[config.mk]
export PLATFORM = sky130hd
export DESIGN_NAME = kasumi_fi_seq
export DESIGN_NICKNAME = d
export VERILOG_FILES = /design/src/rtl/kasumi_fi_seq.sv
export SDC_FILE = /design/constraint.sdc
export NUM_CORES = 1
export LEC_CHECK = 0
export CAP_MARGIN = 20
export CORE_UTILIZATION = 40
export CTS_CLUSTER_DIAMETER = 30
export CTS_CLUSTER_SIZE = 40
export DETAILED_ROUTE_END_ITERATION = 12
export PLACE_DENSITY = 0.76
export SYNTH_ARGS = -nofsm -noshare
export SYNTH_HDL_FRONTEND = slang
export SYNTH_SLANG_ARGS = --single-unit
[constraint.sdc]
create_clock -name clk -period 2.6 [get_ports clk]
set_input_delay 0.52 -clock clk [delete_from_list [all_inputs] [get_ports clk]]
set_output_delay 0.52 -clock clk [all_outputs]
set_load 0.01 [all_outputs]
[src/rtl/kasumi_fi_seq.sv]
// KASUMI FI sequencer: two S9/S7 rounds over external ROMs, valid/ready in and out.
// Define KASUMI_FI_SYNC_ROM_EN for ROMs with one cycle of read latency (2-cycle lookups).
module kasumi_fi_seq (
  input  logic        clk,
  input  logic        rst,
  input  logic        in_valid,
  output logic        in_ready,
  input  logic [15:0] in_data,
  input  logic [15:0] in_ki,
  output logic        out_valid,
  input  logic        out_ready,
  output logic [15:0] out_data,
  output logic [6:0]  s7_addr,
  input  logic [6:0]  s7_data,
  output logic [8:0]  s9_addr,
  input  logic [8:0]  s9_data
);

  localparam logic [2:0] IDLE = 3'd0;
  localparam logic [2:0] L9A  = 3'd1;
  localparam logic [2:0] L7A  = 3'd2;
  localparam logic [2:0] L9B  = 3'd3;
  localparam logic [2:0] L7B  = 3'd4;
  localparam logic [2:0] DONE = 3'd5;

  logic [2:0]  r_state;
  logic [8:0]  r_nine;
  logic [6:0]  r_seven;
  logic [15:0] r_ki;
  logic        w_lookup;
  logic        w_sample;

  assign w_lookup = (r_state == L9A) || (r_state == L7A) ||
                    (r_state == L9B) || (r_state == L7B);

`ifdef KASUMI_FI_SYNC_ROM_EN
  // First cycle of a lookup presents the address, second cycle consumes the data.
  logic r_phase;

  always_ff @(posedge clk) begin
    if (rst) begin
      r_phase <= 1'b0;
    end else if (w_lookup) begin
      r_phase <= ~r_phase;
    end else begin
      r_phase <= 1'b0;
    end
  end

  assign w_sample = r_phase;
`else
  assign w_sample = w_lookup;
`endif

  // Addresses follow the working registers, so they stay put until the sample cycle.
  assign s9_addr   = r_nine;
  assign s7_addr   = r_seven;
  assign in_ready  = (r_state == IDLE);
  assign out_valid = (r_state == DONE);
  assign out_data  = (r_state == DONE) ? {r_seven, r_nine} : 16'h0000;

  // NOTE: non-blocking assignments let L7A read the pre-update nine while also rewriting it.
  always_ff @(posedge clk) begin
    if (rst) begin
      r_state <= IDLE;
      r_nine  <= 9'd0;
      r_seven <= 7'd0;
      r_ki    <= 16'd0;
    end else begin
      case (r_state)
        IDLE: begin
          if (in_valid) begin
            r_nine  <= in_data[15:7];
            r_seven <= in_data[6:0];
            r_ki    <= in_ki;
            r_state <= L9A;
          end
        end
        L9A: begin
          if (w_sample) begin
            r_nine  <= s9_data ^ {2'b00, r_seven};
            r_state <= L7A;
          end
        end
        L7A: begin
          if (w_sample) begin
            r_seven <= s7_data ^ r_nine[6:0] ^ r_ki[15:9];
            r_nine  <= r_nine ^ r_ki[8:0];
            r_state <= L9B;
          end
        end
        L9B: begin
          if (w_sample) begin
            r_nine  <= s9_data ^ {2'b00, r_seven};
            r_state <= L7B;
          end
        end
        L7B: begin
          if (w_sample) begin
            r_seven <= s7_data ^ r_nine[6:0];
            r_state <= DONE;
          end
        end
        DONE: begin
          if (out_ready) begin
            r_state <= IDLE;
          end
        end
        default: r_state <= IDLE;
      endcase
    end
  end

endmodule

==> impl_metrics.toml, run 1 <==
[power_and_ir_drop]
p_sw_frac = 0.310
power_density_nw_per_um2 = 570
share_clk_of_total_power = 0.279
net_sw_power_w = 0.000527
vdd.ir_drop.worst_uv = 292
power.share.sequential = 0.396
comb_power_share = 0.325
p_leak_nw = 1.12
internal_power_w = 0.00117

[route]
drt_iter0_drcs = 144
wirelength_um = 5760
detail-route-antenna-nets = 0
detail_route.vias_per_cell = 5.19
drt_pre_antenna_iters = 5
remaining_drc_errors = 0
dr_total_vias = 2005
wl_per_cell_um = 14.9

[sta]
slew_headroom = 0.462
rsz_0062_raised_after_global_routing = "no"
layout_worst_path_cycle_share = 0.914
final_max_slew_viol_count = 0
tightest_slew_ps = 804
setup_tns_ps = 0
final.min_clock_period_ps = 2380
max_clock_freq_mhz = 421
fin_skew_ps = 7.32
final-hold-violation-count = 0
count_of_endpoints_failing_setup_in_the_final_report = 0

[yosys]
synth.avg_cell_area_um2 = 8.38
synth.area.mux_share = 0
post_synth_main_area_contributors = "dfxtp_1, xor2_1, nand2_1"
yosys_register_bits = 35
post_synthesis_share_of_cell_area_spent_on_and_or_nand_and_nor_gates = 0.241
synth_nets = 295
synth_cell_type_count = 37
syn_area_um2 = 2040
post_synth_xor_area_fraction = 0.0989
synth.yosys.seq_area_share = 0.344
synth-edff-count = 0
yosys.cell_count.top_type = "dfxtp_1"
synth_compound_gate_area_share = 0.244
synth_flop_cell = "dfxtp_1"
synth.largest_area_cell = "dfxtp_1"
yosysWarnings = 0
adder_and_majority_gate_portion_of_the_synthesized_area = 0
netlist.area_leader.share = 0.344
synthTopCellsByCount = "dfxtp_1, nand2_1, xor2_1, a21oi_1, and2_1"
synth_top_family_by_area = "compound AO/OA/AOI/OAI gates"
ys_async_sr_fraction = 0
synthCells = 243

[critical_path]
end_kind = "primary output"
crit_arrival_ps = 1860
reg2reg_from = "r_state[1]"
rrSetupSlack_ps = 690
start_kind = "register"
cp.required_ps = 2080
crit_path_max_fo = 18
timing.setup.critical_path_class = "reg2out"
r2r-end = "s9_addr[3]"
worst-r2r-cell-count = 5

[clocking]
cts_setup_buffers = 0
tritoncts.num_buffers = 5
cts_tree = "yes"
clk-insertion-delay-late_ps = 280
post_cts_resized = 0
clkTransAtPathRegs_ps = 60
hold_buffers = 0
cts_root_buffer = "clkbuf_8"
tritoncts_num_sinks = 35
cts_max_path_buffers = 2
clock_tree.htree_level_count = 2

[placed_design]
post_place_instance_area_um2 = 2870
finalWeightedCongestion = 0.813
io_buffers = 85
dp.final_hpwl_um = 4140

[hold_path]
whs_endpoint = "r_ki[5]"
hold_path_startpoint = "r_ki[5]"
type_of_the_tightest_min_delay_check = "reg2reg"
min_delay_path_depth = 2

[global_route]
grt-ovfl-total = 0
first_global_vias = 1844
grt_first_pass_wirelength_um = 9070
grt_max_degree = 30
antenna_found_initial = 0
grt.total_usage = 0.225

[layout]
seq_area_um2 = 701
design.final.nets = 371
final.fill_count = 466
area_delta_synth_final_pct = 46.1
layout-drive-gt1-share = 0.0564
final_area_um2 = 2980
n_antenna_cell = 0
multiInputGateArea_um2 = 1190

[floorplanning]
num_io_pins = 86
die_area_um2 = 5380
fp.coreArea_um2 = 4820
fp.dieH_um = 73.4
std_cell_rows = 25
die_width_um = 73.4
floorplan.initialDensity = 0.423

[outcome]
status = "finished, final reports clean"

[flow_run]
drv_cap = 0
## worst max-delay path by stage
stage	start	endpoint	cells past startpoint
floorplan	r_state[1]	out_data[10]	5
global placement	in_valid	s7_addr[4]	5
detailed placement	in_valid	s7_addr[6]	5
CTS	r_state[1]	out_data[14]	3
global route	r_state[1]	out_data[3]	3
finish	r_state[1]	out_data[14]	3
## layer usage
metal / GRT usage / share of wire / vias up
li1: - / - / 1014
met3: 0.0535 / 0.060 / 4
met1: 0.294 / 0.46 / 915
met4: 0.0684 / 0.0083 / 0
met5: 0 / 0 / -
met2: 0.368 / 0.47 / 72
## stage by stage
stage | setup slack, ps | std cells | power [W] | utilization | hold slack (ps)
after global placement | 501 | 379 | 0.00122 | 0.597 | 455
after CTS | 183 | 386 | 0.00170 | 0.618 | 474
after floorplan | 879 | 243 | 0.00101 | - | 445
after detailed placement | 467 | 379 | 0.00123 | 0.597 | 464
after global routing | 49.7 | 386 | 0.00178 | 0.618 | 495
final | 223 | 386 | 0.00170 | 0.618 | 471
## cell type report
cell class / instances / share of cell area
Inverter: 1 / 0.00126
Multi-Input combinational cell: 185 / 0.400
Sequential cell: 35 / 0.235
Timing Repair Buffer: 91 / 0.301
Clock inverter: 1 / 0.0101
Clock buffer: 6 / 0.0244
Tap cell: 67 / 0.0282
## layout by cell type, fill, tap and decap left out, drive strengths merged, types with 2 or more instances in the layout
master         count
nor2b              4
a32o               2
a211oi            16
a222oi             6
a21oi             20
and2              18
and3b              6
nor2              13
buf                6
xnor2              2
clkdlybuf4s50     85
clkbuf             6
o21ai             13
nor4bb             2
nand2             34
dfxtp             35
a31oi              2
a221oi             5
o22ai              5
nor3               5
xor2              21
nor3b              3
## worst max-delay path, cell delays in order (launching register included)
cell and delay (ps):
dfxtp_1 310, and3b_1 530, and2_1 200, clkdlybuf4s50_1 540
## sequential cells by signal, indices dropped and copies added (netlist names)
register  count
r_state       3
r_ki         16
s7_addr       7
s9_addr       9
## power groups by stage
stage	clock [W]	sequential (W)	combinational (W)
3_3_place_gp	0	0.000679	0.000538
4_1_cts	0.000478	0.000671	0.000551
6_report	0.000473	0.000671	0.000552
5_1_grt	0.000501	0.000680	0.000603
3_5_place_dp	0	0.000683	0.000546
2_1_floorplan	0	0.000682	0.000330
## kinds of logic (layout without fill, tap and decap cells)
family | after synthesis | after routing
AND/OR/NAND/NOR | 89 | 89
AO/OA/AOI/OAI | 73 | 73
flip-flops | 35 | 35
XOR/XNOR | 23 | 23
buffers and inverters | 23 | 99
No activity file was read; power rests on OpenSTA's default activity.
==> inputs of run 2 (changes only) <==
--- a/config.mk
+++ b/config.mk
@@ -6,11 +6,11 @@
 export NUM_CORES = 1
 export LEC_CHECK = 0
 export CAP_MARGIN = 20
-export CORE_UTILIZATION = 40
+export CORE_UTILIZATION = 46
 export CTS_CLUSTER_DIAMETER = 30
 export CTS_CLUSTER_SIZE = 40
 export DETAILED_ROUTE_END_ITERATION = 12
-export PLACE_DENSITY = 0.76
+export PLACE_DENSITY = 0.86
 export SYNTH_ARGS = -nofsm -noshare
 export SYNTH_HDL_FRONTEND = slang
 export SYNTH_SLANG_ARGS = --single-unit
==> run 2 against run 1 <==
  * Non-clock buffer count down 1
  * Power decreased by 1.9%
  * Sequential share of layout area up 0.26 points
  * Cell area down 1.1%
  * Clock skew down 4.4 ps
  * Maximum frequency decreased by 3.0%
  * Clock-buffer cell count stayed put
  * Critical path depth stayed put
==> impl_metrics.toml, run 2 (same netlist as run 1, synthesis figures left out) <==
[critical_path]
timing.setup.critical_path_class = "reg2out"
cp_top_family = "simple AND/OR/NAND/NOR gates"
crit_path_top_delay_cell = "and3b_1"
crit_arrival_ps = 1930
cp.required_ps = 2080
start_kind = "register"
cp_num_buf_inv = 1
crit_path_max_fo = 18
crit_path_cell_trace = "and3b_1, and2_1, clkdlybuf4s50_1"
end_kind = "primary output"
critical_path.max_stage_delay_ps = 560

[floorplanning]
die_width_um = 68.5
floorplan.initialDensity = 0.495
die_area_um2 = 4700
std_cell_rows = 23
fp.coreArea_um2 = 4120
num_io_pins = 86
fp.dieH_um = 68.5

[layout]
layout_common_cells = "clkdlybuf4s50_1, dfxtp_1, nand2_1"
n_antenna_cell = 0
leading_cell_type_in_the_layout_fill_and_taps_excluded = "clkdlybuf4s50_1"
final.fill_count = 339
area_delta_synth_final_pct = 44.5
layout-drive-gt1-share = 0.0596
multiInputGateArea_um2 = 1190
top_register = "r_ki"
design.final.nets = 370
seq_area_um2 = 701
final_area_um2 = 2940
largest_reg_flops = 16

[flow_run]
drv_cap = 0

[sta]
layout_worst_path_cycle_share = 0.942
final_max_slew_viol_count = 0
slew_headroom = 0.498
final-hold-violation-count = 0
rsz_0062_raised_after_global_routing = "no"
fin_skew_ps = 2.95
max_clock_freq_mhz = 408
count_of_endpoints_failing_setup_in_the_final_report = 0
setup_tns_ps = 0
finalWorstSetupSlack_ps = 150
tightest_slew_ps = 750
final.min_clock_period_ps = 2450

[clocking]
tritoncts_num_sinks = 35
post_cts_resized = 0
cts_root_buffer = "clkbuf_8"
cts_tree = "yes"
cts_max_path_buffers = 2
clock_tree.htree_level_count = 2
clkTransAtPathRegs_ps = 80
hold_buffers = 0
tritoncts.num_buffers = 5
cts_setup_buffers = 0
clk-insertion-delay-late_ps = 300

[placed_design]
io_buffers = 85
pre_cts_ws_ps = 397
dp.final_hpwl_um = 4140
finalWeightedCongestion = 0.785
post_place_instance_area_um2 = 2850

[global_route]
grt.met1_usage = 0.320
antenna_found_initial = 0
grt_use_met3 = 0.0444
grt.total_usage = 0.255
first_global_vias = 1856
grt_max_degree = 30
grt_first_pass_wirelength_um = 8790
groute.layer.met2.usage = 0.438
global_route.peak_usage_layer = "met2"
grt-ovfl-total = 0

[route]
wl_per_cell_um = 15.8
dr_total_vias = 2137
drt_iter0_drcs = 146
detail-route-antenna-nets = 0
wirelength_um = 5820
detail_route.vias_per_cell = 5.79
remaining_drc_errors = 0
drt_pre_antenna_iters = 4

[outcome]
status = "finished, final reports clean"

[hold_path]
type_of_the_tightest_min_delay_check = "reg2reg"

[power_and_ir_drop]
power_density_nw_per_um2 = 565
vdd.ir_drop.worst_uv = 463
p_leak_nw = 1.11
## run 2: cell count changes in the layout (fill, tap and decap cells not counted)
cell        change
bufinv_16       -1
clkbuf_1        -1
clkinvlp_4      +1
clkinv_4        +1
clkbuf_8        +1
buf_4           -1
## run 2: worst paths after layout
kind | depth (start not counted) | end | from | slack [ps]
worst max-delay path | 3 | out_data[2] | r_state[1] | 150
worst min-delay path | 2 | r_ki[0] | r_ki[0] | 470
worst max register to register | 5 | s9_addr[3] | r_state[1] | 710
worst min register to register | 2 | r_ki[0] | r_ki[0] | 470
## run 2: power by group
| part | leakage, nW | switching [W] | internal [W] |
|---|---|---|---|
| sequential | 0.288 | 0.0000707 | 0.000602 |
| clock | 0.0474 | 0.000223 | 0.000216 |
| combinational | 0.779 | 0.000266 | 0.000285 |
## run 2: stage by stage
stage,power (W),util,hold slack (ps),instances
final,0.00166,0.715,468,369
after global routing,0.00174,0.715,490,369
after CTS,0.00166,0.715,469,369
after detailed placement,0.00123,0.691,458,361
after global placement,0.00122,0.691,454,361
after floorplan,0.00101,-,445,243
## run 2: metal layers
| layer | wire (um) | vias to the layer above |
|---|---|---|
| met1 | 2430 | 1026 |
| met5 | 0 | - |
| met4 | 56 | 0 |
| met2 | 2890 | 88 |
| li1 | - | 1016 |
| met3 | 440 | 7 |
## run 2: final cells by class
class,instances,area share
Timing Repair Buffer,90,0.302
Clock inverter,2,0.00552
Multi-Input combinational cell,185,0.404
Inverter,1,0.00127
Clock buffer,6,0.0280
Tap cell,50,0.0212
Sequential cell,35,0.238
## run 2: worst min-delay path: stages (launching register included)
cell     delay, ps
dfxtp_1        320
nand2_1         50
a21oi_1         50
==> inputs of run 3 (changes only) <==
--- a/config.mk
+++ b/config.mk
@@ -5,7 +5,7 @@
 export SDC_FILE = /design/constraint.sdc
 export NUM_CORES = 1
 export LEC_CHECK = 0
-export CAP_MARGIN = 20
+export CAP_MARGIN = 25
 export CORE_UTILIZATION = 46
 export CTS_CLUSTER_DIAMETER = 30
 export CTS_CLUSTER_SIZE = 40
==> results of run 3 <==
Final layout, timing and power as in run 2 (identical DEF).
